File: src/rtl/arb_pkg.sv
// Shared types and index helpers for the round-robin lock arbiter.
package arb_pkg;

  typedef enum logic {
    IDLE   = 1'b0,
    LOCKED = 1'b1
  } arb_state_e;

  function automatic int calc_cw(input int n);
    return $clog2(n);
  endfunction

  // Advance a channel index by one, wrapping at n so non-power-of-two counts stay in range.
  function automatic int next_idx(input int idx, input int n);
    return (idx + 1 >= n) ? 0 : idx + 1;
  endfunction

endpackage

File: src/rtl/rr_pick.sv
// Rotating-priority encoder: first set request at or after base, wrapping modulo N.
module rr_pick
  import arb_pkg::*;
#(
  parameter int N  = 4,
  parameter int CW = calc_cw(N)
) (
  input  logic [N-1:0]  req,
  input  logic [CW-1:0] base,
  output logic          any,
  output logic [CW-1:0] idx
);

  logic [CW:0] cand;

  // One extra bit on cand keeps base+k from overflowing before the modulo-N fold.
  always_comb begin
    any  = 1'b0;
    idx  = CW'(N - 1);
    cand = '0;
    for (int k = 0; k < N; k++) begin
      cand = {1'b0, base} + (CW+1)'(k);
      if (cand >= (CW+1)'(N)) cand = cand - (CW+1)'(N);
      if (!any && req[cand[CW-1:0]]) begin
        any = 1'b1;
        idx = cand[CW-1:0];
      end
    end
  end

endmodule

File: src/rtl/rr_lock_arbiter.sv
// N-channel round-robin arbiter with stall hold and optional burst locking; payload passes through combinationally.
module rr_lock_arbiter
  import arb_pkg::*;
#(
  parameter int N    = 4,
  parameter int W    = 8,
  parameter int LOCK = 1,
  localparam int CW  = calc_cw(N)
) (
  input  logic           clock,
  input  logic           reset,
  input  logic [N-1:0]   io_in_valid,
  output logic [N-1:0]   io_in_ready,
  input  logic [N*W-1:0] io_in_bits,
  input  logic [N-1:0]   io_in_last,
  output logic           io_out_valid,
  input  logic           io_out_ready,
  output logic [W-1:0]   io_out_bits,
  output logic [CW-1:0]  io_chosen
);

  arb_state_e    state_q, state_d;
  logic [CW-1:0] last_grant_q, last_grant_d;
  logic [CW-1:0] lock_idx_q, lock_idx_d;
  logic          hold_q, hold_d;
  logic [CW-1:0] held_idx_q, held_idx_d;

  logic [CW-1:0] pick_base;
  logic          pick_any;
  logic [CW-1:0] pick_idx;
  logic          out_valid;
  logic [CW-1:0] chosen;
  logic          fire;

  always_comb begin
    pick_base = CW'(next_idx(int'(last_grant_q), N));
  end

  rr_pick #(.N(N), .CW(CW)) u_pick (
    .req  (io_in_valid),
    .base (pick_base),
    .any  (pick_any),
    .idx  (pick_idx)
  );

  // A lock outranks hold; a hold whose requester dropped falls back to a fresh pick this cycle.
  always_comb begin
    out_valid = pick_any;
    chosen    = pick_idx;
    if (state_q == LOCKED) begin
      out_valid = io_in_valid[lock_idx_q];
      chosen    = lock_idx_q;
    end else if (hold_q && io_in_valid[held_idx_q]) begin
      out_valid = 1'b1;
      chosen    = held_idx_q;
    end
  end

  always_comb begin
    fire         = out_valid & io_out_ready;
    io_out_valid = out_valid;
    io_chosen    = chosen;
    io_out_bits  = '0;
    io_in_ready  = '0;
    for (int i = 0; i < N; i++) begin
      if (out_valid && chosen == CW'(i)) io_out_bits = io_in_bits[i*W +: W];
      if (fire && chosen == CW'(i)) io_in_ready[i] = 1'b1;
    end
  end

  always_comb begin
    state_d      = state_q;
    last_grant_d = last_grant_q;
    lock_idx_d   = lock_idx_q;
    hold_d       = out_valid & ~io_out_ready;
    held_idx_d   = hold_d ? chosen : held_idx_q;
    if (fire) begin
      last_grant_d = chosen;
      if (LOCK != 0) begin
        if (!io_in_last[chosen]) begin
          state_d    = LOCKED;
          lock_idx_d = chosen;
        end else begin
          state_d = IDLE;
        end
      end
    end
  end

  always_ff @(posedge clock) begin
    if (reset) begin
      state_q      <= IDLE;
      last_grant_q <= CW'(N - 1);
      lock_idx_q   <= '0;
      hold_q       <= 1'b0;
      held_idx_q   <= '0;
    end else begin
      state_q      <= state_d;
      last_grant_q <= last_grant_d;
      lock_idx_q   <= lock_idx_d;
      hold_q       <= hold_d;
      held_idx_q   <= held_idx_d;
    end
  end

endmodule

File: config.mk
export PLATFORM = sky130hd
export DESIGN_NAME = rr_lock_arbiter
export DESIGN_NICKNAME = d
export VERILOG_FILES = /design/src/rtl/arb_pkg.sv /design/src/rtl/rr_pick.sv /design/src/rtl/rr_lock_arbiter.sv
export SDC_FILE = /design/constraint.sdc
export NUM_CORES = 1
export LEC_CHECK = 0
export ABC_AREA = 1
export CELL_PAD_IN_SITES_DETAIL_PLACEMENT = 1
export CELL_PAD_IN_SITES_GLOBAL_PLACEMENT = 2
export CORE_MARGIN = 2
export CORE_UTILIZATION = 19
export CTS_CLUSTER_SIZE = 14
export DETAILED_ROUTE_END_ITERATION = 10
export HOLD_SLACK_MARGIN = 0.03
export PLACE_DENSITY_LB_ADDON = 0.1
export REMOVE_ABC_BUFFERS = 1
export SLEW_MARGIN = 30
export SYNTH_ARGS = -nofsm -noshare
export SYNTH_HDL_FRONTEND = slang
export SYNTH_SLANG_ARGS = --single-unit
File: constraint.sdc
create_clock -name clock -period 3.6 [get_ports clock]
set_input_delay 1.08 -clock clock [delete_from_list [all_inputs] [get_ports clock]]
set_output_delay 1.08 -clock clock [all_outputs]
set_load 0.1 [all_outputs]
# Yosys cells after proc, flatten, opt, wreduce, memory -nomap -nowiden
# Index checks and enable logic that the tools add are counted.
dict set report totals {
  regBits 8
  input_bits 43
  output_inout_bits 15
  word_cells 89
}
dict set report op_classes {
  add_sub_neg 8
  magnitude_cmp 12
  n_eq_ne 3
  muxes 40
  n_bitwise 4
  reduce_logical 17
}
# op n
set ops {}
lappend ops {{$mux W8} 4}
lappend ops {{$mux W2} 11}
lappend ops {{$lt A2 B3 Y1 const B} 7}
lappend ops {{$mux W1} 18}
lappend ops {{$bmux W1 S2} 7}
lappend ops {{$ge A3 B3 Y1 const B} 4}
lappend ops {{$logic_and A1 B1 Y1} 12}
lappend ops {{$sub A2 B1 Y2 const B} 4}
lappend ops {{$add A2 B1 Y3 const B} 2}
lappend ops {{$add A2 B2 Y3 const B} 2}
lappend ops {{$eq A2 B2 Y1 const B} 2}
lappend ops {{$ge A2 B3 Y1 const B} 1}
lappend ops {{$logic_not A1 Y1} 3}
lappend ops {{$and A1 B1 Y1} 2}
lappend ops {{$eq A2 B1 Y1 const B} 1}
lappend ops {{$logic_not A2 Y1} 1}
lappend ops {{$not A1 Y1} 2}
lappend ops {{$reduce_and A2 Y1} 1}

# Longest topological paths before layout
# Gate-level depths: netlist (run 1).
dict set report depth {
  word_depth 25
  mapped_depth 21
  depth_no_buf 20
}

# Cells and area by module
# Synthesis (run 1) repeated with hierarchy kept, for this count alone.
dict set report unflattened {
  cells_unflattened 191
  hier_area_um2 1146.1
}
# module instances cells_per_inst area_each_um2 seq_area_each_um2
set by_module_without_submodules {}
lappend by_module_without_submodules {rr_lock_arbiter 1 139 854.6 160.2}
lappend by_module_without_submodules {rr_pick 1 52 291.5 0.0}

# Least setup slack after synthesis (run 1)
# OpenSTA, ideal clock, no wires.
dict set report synth_timing {
  path_kind {input-to-output}
  from {in io_in_valid[0]}
  to {out io_in_ready[0]}
  t_arrival_ps 4228
  t_required_ps 2520
  path_slack_ps -1708
  stages 11
  path_buffers 0
  cell_sequence {inv_1 nand2_1 nand3_2 nand2_2 inv_2 nand3_2 o21ai_2 nor2_1 o21ai_4 inv_4 nor3_1}
}
dict set report synth_via {
  elab_chain_cells 17
  word_cells_on_any_way 35
  classes_between {25 x mux; 1 x bitwise; 9 x reduce/logical}
}
# item line_no
set synth_lines {}
lappend synth_lines {{start, declared} rr_lock_arbiter.sv:12} ;# input logic [N-1:0] io_in_valid,
lappend synth_lines {{$bmux W1 S2} rr_pick.sv:24} ;# if (!any && req[cand[CW-1:0]]) begin
lappend synth_lines {{$mux W1 (implied by the code)} rr_pick.sv:24}
lappend synth_lines {{$mux W1} rr_pick.sv:24}
lappend synth_lines {{$logic_not A1 Y1} rr_pick.sv:24}
lappend synth_lines {{$logic_and A1 B1 Y1} rr_pick.sv:24}
lappend synth_lines {{$mux W1} rr_pick.sv:24}
lappend synth_lines {{$logic_not A1 Y1} rr_pick.sv:24}
lappend synth_lines {{$logic_and A1 B1 Y1} rr_pick.sv:24}
lappend synth_lines {{(+2 left out)} -}
lappend synth_lines {{$logic_and A1 B1 Y1} rr_pick.sv:24}
lappend synth_lines {{$mux W2} rr_pick.sv:24}
lappend synth_lines {{$mux W2 *} rr_lock_arbiter.sv:53} ;# end else if (hold_q && io_in_valid[held_idx_q]) begin
lappend synth_lines {{$mux W2 *} rr_lock_arbiter.sv:50} ;# if (state_q == LOCKED) begin
lappend synth_lines {{via io_chosen[1]} rr_lock_arbiter.sv:19} ;# output logic [CW-1:0] io_chosen
lappend synth_lines {{$logic_not A2 Y1 *} rr_lock_arbiter.sv:67} ;# if (fire && chosen == CW'(i)) io_in_ready[i] = 1'b1;
lappend synth_lines {{$logic_and A1 B1 Y1 *} rr_lock_arbiter.sv:67}
lappend synth_lines {{$mux W1 *} rr_lock_arbiter.sv:67}
lappend synth_lines {{end, declared} rr_lock_arbiter.sv:13} ;# output logic [N-1:0] io_in_ready,
# Mark *: on every way through the listed nets, which the timed path passes. The rest lies on a longest branch. The select of a mux whose other input is x is not followed.

# Worst setup path in the final report (run 1)
dict set report layout_timing {
  from {in io_in_valid[0]}
  to {out io_out_bits[3]}
}
dict set report layout_via {
  elab_chain_cells 20
  word_cells_on_any_way 43
  classes_between {3 x eq/ne; 28 x mux; 12 x reduce/logical}
}
# item line_no
set layout_lines {}
lappend layout_lines {{$bmux W1 S2} rr_pick.sv:24}
lappend layout_lines {{$mux W1 (implied by the code)} rr_pick.sv:24}
lappend layout_lines {{$mux W1} rr_pick.sv:24}
lappend layout_lines {{$logic_not A1 Y1} rr_pick.sv:24}
lappend layout_lines {{$logic_and A1 B1 Y1} rr_pick.sv:24}
lappend layout_lines {{$mux W1} rr_pick.sv:24}
lappend layout_lines {{$logic_not A1 Y1} rr_pick.sv:24}
lappend layout_lines {{$logic_and A1 B1 Y1} rr_pick.sv:24}
lappend layout_lines {{(+2 left out)} -}
lappend layout_lines {{$logic_and A1 B1 Y1} rr_pick.sv:24}
lappend layout_lines {{$mux W2} rr_pick.sv:24}
lappend layout_lines {{$mux W2} rr_lock_arbiter.sv:53}
lappend layout_lines {{$mux W2} rr_lock_arbiter.sv:50}
lappend layout_lines {{$logic_not A2 Y1} rr_lock_arbiter.sv:66} ;# if (out_valid && chosen == CW'(i)) io_out_bits = io_in_bits[i*W +: W];
lappend layout_lines {{$logic_and A1 B1 Y1} rr_lock_arbiter.sv:66}
lappend layout_lines {{$mux W8 (3 in series)} rr_lock_arbiter.sv:66}
lappend layout_lines {{$mux W8 *} rr_lock_arbiter.sv:66}
lappend layout_lines {{end, declared} rr_lock_arbiter.sv:18} ;# output logic [W-1:0] io_out_bits,
# Mark *: on every way between the ends. The rest lies on a longest branch, timed or not. The select of a mux whose other input is x is not followed.

==> results of run 1 <==
through the flow:
step	hold WS, ns	util [%]	instance area, sq um
after floorplan	0.472	-	1120
after global placement	0.547	37.5	2180
after detailed placement	0.563	37.5	2180
after CTS	0.570	41.7	2420
after global routing	0.609	46.1	2680
final	0.581	46.1	2680
cells by family (layout without fill, tap and decap cells):
kind of cell | Yosys count | after routing | synth area share [%]
buffers and inverters | 28 | 138 | 11.8
DFF | 8 | 8 | 14.2
AOI/OAI and AO/OA | 15 | 15 | 8.43
adders and majority gates | 3 | 3 | 3.33
and+or+nand+nor | 142 | 142 | 62.3
state kept, by name (all words and copies together) (netlist names):
name / flops
held_idx_q: 2
hold_q: 1
last_grant_q: 2
lock_idx_q: 2
state_q: 1
cell type report:
cell class              instances  area, sq um  area share, %
flip-flops and latches          8          160           5.98
repair buffers                108         1170           43.7
inverters                      27          149           5.56
multi-input cells             160         1060           39.7
well taps                      75         93.8           3.50
clock buffers                   3         41.3           1.54
layout by cell type, fill, tap and decap left out, types with 4 or more instances in the layout:
cell type	instances
clkdlybuf4s50_1	38
nand2_4	8
inv_1	16
nand2_2	25
nand3_4	4
a21oi_1	6
dfxtp_1	8
buf_4	40
nand3_2	6
nor2_4	7
buf_6	11
nand2_1	50
nand3_1	16
inv_6	4
nor2_1	6
buf_12	16
nand4_1	10
what timing repair did:
item / CTS / global route
resized for setup: 55 / 58
setup endpoints to repair: 15 / 15
buffers inserted: 15 / 5
hold buffers: 0 / 0
pin swaps: 12 / 32
per-layer routing:
layer,up-vias,track usage (%),share of wire (%)
met5,-,0,0
met4,0,3.90,1.9
met3,10,1.44,2.5
met2,36,25.4,50
met1,773,20.7,45
li1,855,-,-
worst min-delay path: cells and delay by family (launching register included):
| family | cells | cell delay (ns) |
|---|---|---|
| flip-flops | 1 | 0.32 |
| AO/OA/AOI/OAI | 2 | 0.21 |
worst paths after layout:
kind,end,slack (ns)
hold reg to reg,held_idx_q[1],0.58
setup reg to reg,lock_idx_q[1],0.94
setup / recovery,io_out_bits[3],-0.39
hold / removal,held_idx_q[1],0.58
==> summary.md, run 1 <==
| Metric | Value |
|---|---|
| Status | finished, violations left |
| Failing checks | setup timing |
| CTS tree | built |
| Number of diodes | 0 |
| I/O Pins | 58 |
| Total wire length | 5340 um |
| Relative slew slack | 81.4% |
| Total GRT Usage | 15.1% |
| CP startpoint | io_in_valid[0] |
| Max clock buf depth | 2 |
| Vias/cell | 4.39 |
| Drt pass-1 iters | 4 |
| Root buf cell | clkbuf_8 |
| Setup TNS | -4.08 ns |
| First-pass GRT wire length | 7840 um |
| Initial core utilization | 19.4% |
| CP Capture Type | primary output |
| # DRC | 0 |
| Fin cells | 381 |
| Critical path startpoint category | input port |
| F_max | 251 MHz |
| Die Wd | 81.0 um |
| HP Class | flip-flop to flip-flop |
| Hold depth | 2 |
| CP Depth | 17 |
| Initial DRC Count | 30 |
| Post-synth EDFFs | 0 |
| # rows | 28 |
| Antenna Violating Nets Remaining | 0 |
| Worst skew pair latency | 0.23 ns |
| Area grow syn2layout | 138% |
| Critical-path cell list | buf_8 > inv_8 > buf_6 > nand2_2 > nand3_2 > nand2_2 > nand2_4 > buf_4 > o21ai_1 > o21ai_4 > inv_4 > nand2_4 > nor2_2 > buf_4 > nand2_1 > nand4_1 > buf_12 |
| Worst hold start | held_idx_q[1] |
| CP Class | input port to primary output |
| Top post-synthesis cells by area | nand2_1 (25%), dfxtp_1 (14%), nand3_1 (9.8%) |
| Ys async rst share | 0% |
| Buf+Inv Stages, Crit Path | 7 |
| CP delay by family, top | buffers and inverters |
| Final hold vios | 0 |
| Top-count cell post-synth | nand2_1 |
| Max Slew Vio Count | 0 |
| Fin nets | 354 |
| Setup slack after layout | -0.386 ns |
| TritonCTS buffer count | 3 |
| DR WL/cell | 14.0 um |
| Chip height | 81.0 um |
| DR vias | 1,674 |
| Clock-pin slew on the worst setup and hold paths | 0.04 ns |
| Post-DP HPWL | 3900 um |
| CP required | 2.52 ns |
| Reg2reg path depth | 17 |
| Antenna violations before repair | 0 |
| Sequential share of the synthesized area | 14.2% |
| Grt total ovfl | 0 |
| Arr. time, crit path | 2.91 ns |
| Vias in the first global route | 1,668 |
| CP Max Fanout | 4 |
| Fin crit period | 3.99 ns |
| Placer Congestion | 0.690 |
| Crit-path max cell delay | 0.22 ns |
| Yosys synthesis warning count | 0 |
| Synth top cells by count | nand2_1 (76), nand3_1 (22), inv_1 (21) |
| Crit path max-delay cell type | o21ai_1 |
| Top FF cell, synth | dfxtp_1 |
| Synth unique cells | 27 |
| RSZ-0062 raised after global routing | true |
| IO buf count | 57 |
| Final setup vio count | 14 |
| Layout cells sized above 1 | 47.4% |
| Top cell type's share of synthesized area | 25.3% |
| Dpl ws | -0.857 ns |
| Worst r2r src | last_grant_q[0] |
| Post-Syn Instances | 196 |
| Largest area contributor in the netlist | nand2_1 |
| MaxCap Viol Count | 0 |
| Core ar. | 5820 sq um |
| Clock sinks | 8 |
| Cells after DPL | 359 |
| H-tree levels | 1 |
| Die Area | 6570 sq um |
| Synth Cell Area | 1130 sq um |
| Seq cells post-synth | 8 |
| Avg Inst Size Synth | 5.75 sq um |
| Slew @ Worst Pin | 0.278 ns |
| Final worst path period share | 111% |
| Fill count | 731 |
| Largest net degree at the start of global routing | 10 |
| Worst Clk Skew | 0.00167 ns |
Power of run 1 is not shown: default switching activity piles up to over one toggle a cycle in this logic, so the estimate is an artifact.
==> run 2: changes to the inputs <==
- CAP_MARGIN: default -> 20
- CORE_UTILIZATION: 19 -> 20
- clock period: 3.6 -> 4.77 ns (I/O delays scaled with it)
==> run 2 against run 1 <==
Effect of this change:
- the flow now finishes without violations
- count of clock-buffer cells in the layout unchanged
- first-iteration DRC count increased by 53%
- worst hold slack got worse by 0.034 ns
- register-to-register slack better by 1.1 ns
- critical endpoint is now io_out_bits[2]
- utilization down 2.4 points
- flip-flop and latch count unchanged
- cell count is 3.4% lower
==> summary.md, run 2 (same netlist as run 1, synthesis figures left out) <==
| Metric | Value |
|---|---|
| Arr. time, crit path | 3.19 ns (+0.28 ns) |
| Status | complete, no violations |
| Post-DP HPWL | 4040 um (+3.6%) |
| Worst r2r src | last_grant_q[0] |
| CP startpoint | io_in_valid[3] |
| Chip height | 79.1 um (-2.4%) |
| Crit-path most repeated cell | nand2_1 |
| Final hold vios | 0 (unchanged) |
| Core ar. | 5470 sq um (-5.9%) |
| Placed inst area | 2150 sq um (-1.4%) |
| HP Class | flip-flop to flip-flop |
| Die Area | 6250 sq um (-4.8%) |
| Slew @ Worst Pin | 0.313 ns (+0.0346 ns) |
| Die Wd | 79.1 um (-2.4%) |
| Hold_buf cts | 0 (unchanged) |
| Clock-pin slew on the worst setup and hold paths | 0.04 ns (about the same) |
| Placer Congestion | 0.771 (+12%) |
| Final setup vio count | 0 (-14) |
| CP Capture Type | primary output |
| # DRC | 0 (unchanged) |
| H-tree levels | 1 (unchanged) |
| I/O Pins | 58 (unchanged) |
| Fin nets | 344 (-2.8%) |
| Drt pass-1 iters | 4 (unchanged) |
| Root buf cell | clkbuf_8 |
| Total wire length | 4920 um (-7.8%) |
| Fin area | 2390 sq um (-11%) |
| CTS tree | built |
| DR WL/cell | 13.4 um (-4.5%) |
| Clock sinks | 8 (unchanged) |
| Worst skew pair latency | 0.22 ns (about the same) |
| Total GRT Usage | 16.1% (+0.92 points) |
| Commonest cells after routing, fill and taps aside | nand2_1 (68), clkdlybuf4s50_1 (38), buf_4 (38), nand3_1 (18), inv_1 (17) |
| CP Max Fanout | 5 (+1) |
| Largest net degree at the start of global routing | 10 (unchanged) |
| CP Class | input port to primary output |
| First-pass GRT wire length | 8060 um (+2.8%) |
| Vias/cell | 4.44 (+1.1%) |
| CP required | 3.34 ns (+0.82 ns) |
| Relative slew slack | 79.1% (-2.3 points) |
| Max clock buf depth | 2 (unchanged) |
| Fin crit period | 4.62 ns |
| Grt total ovfl | 0 (unchanged) |
| Vias in the first global route | 1,748 (+4.8%) |
| Commonest non-fill, non-tap cell in the layout | nand2_1 |
| Antenna violations before repair | 0 (unchanged) |
| Critical-path cell list | buf_4 > inv_4 > nand2_4 > nand3_4 > nand2_2 > inv_2 > buf_4 > nand2_1 > nand2_1 > nand3_2 > nand3_4 > nand2_8 > clkinv_8 > nor3_4 > buf_6 > nand2_1 > nand4_1 > buf_12 |
| Layout cells sized above 1 | 36.5% (-11 points) |
| Critical path startpoint category | input port |
| F_max | 216 MHz |
| TritonCTS buffer count | 3 (unchanged) |
| Number of diodes | 0 (unchanged) |
| Area grow syn2layout | 112% |
| Max Slew Vio Count | 0 (unchanged) |
| Initial DRC Count | 46 (+53%) |
| Antenna Violating Nets Remaining | 0 (unchanged) |
| Crit path max-delay cell type | nor3_4 |
| MaxCap Viol Count | 0 (unchanged) |
| IO buf count | 57 (unchanged) |
| Crit-path max cell delay | 0.22 ns (about the same) |
| Final worst path period share | 96.9% |
| Largest regs | held_idx_q x2, last_grant_q x2, lock_idx_q x2 |
| Initial core utilization | 20.6% (+1.2 points) |
| DR vias | 1,634 (-2.4%) |
| Worst Clk Skew | 0.00216 ns (+0.000494 ns) |
| # rows | 27 (-3.6%) |
| Worst hold start | last_grant_q[1] |
==> run 2: repair_timing <==
| item | CTS | global route |
|---|---|---|
| pin swaps | 16 | 17 |
| setup endpoints to repair | 13 | 10 |
| buffers inserted | 8 | 4 |
| endpoints found under the hold margin | 0 | 0 |
| resized for setup | 29 | 30 |
==> run 2: stage by stage <==
| stage | hold WS (ns) | util (%) | TNS, ns | setup slack [ns] | std cells |
|---|---|---|---|---|---|
| after floorplan | 0.472 | - | -10.96 | -1.26 | 195 |
| after global placement | 0.549 | 39.3 | -4.16 | -0.423 | 354 |
| after detailed placement | 0.547 | 39.3 | -4.13 | -0.412 | 354 |
| after CTS | 0.553 | 41.2 | 0 | 0.0342 | 364 |
| after global routing | 0.568 | 43.7 | -0.00320 | -0.00320 | 368 |
| final | 0.547 | 43.7 | 0 | 0.149 | 368 |
==> run 2: worst paths after layout <==
check	cells after the start	endpoint	slack [ns]
worst max register to register	22	lock_idx_q[1]	2.03
worst max-delay path	18	io_out_bits[2]	0.15
worst min-delay path	2	last_grant_q[1]	0.55
worst min register to register	2	last_grant_q[1]	0.55
==> run 2: critical path, delay by kind of cell <==
| family | cells | cell delay [ns] |
|---|---|---|
| and+or+nand+nor | 11 | 1.05 |
| buffers and inverters | 7 | 0.71 |
==> run 2: layout make-up <==
type / instances / area (sq um)
Fill cell: 718 / 3080
Timing Repair Buffer: 98 / 1040
Multi-Input combinational cell: 160 / 920
Sequential cell: 8 / 160
Inverter: 27 / 134
Tap cell: 72 / 90.1
Clock buffer: 3 / 41.3
==> run 2: per-layer routing <==
layer,up-vias,global-route usage (%),wire [um]
li1,834,-,-
met3,2,2.27,118
met4,0,1.55,26
met5,-,0,0
met1,773,17.7,1980
met2,25,32.9,2800
Power of run 2 is left out for the same reason.
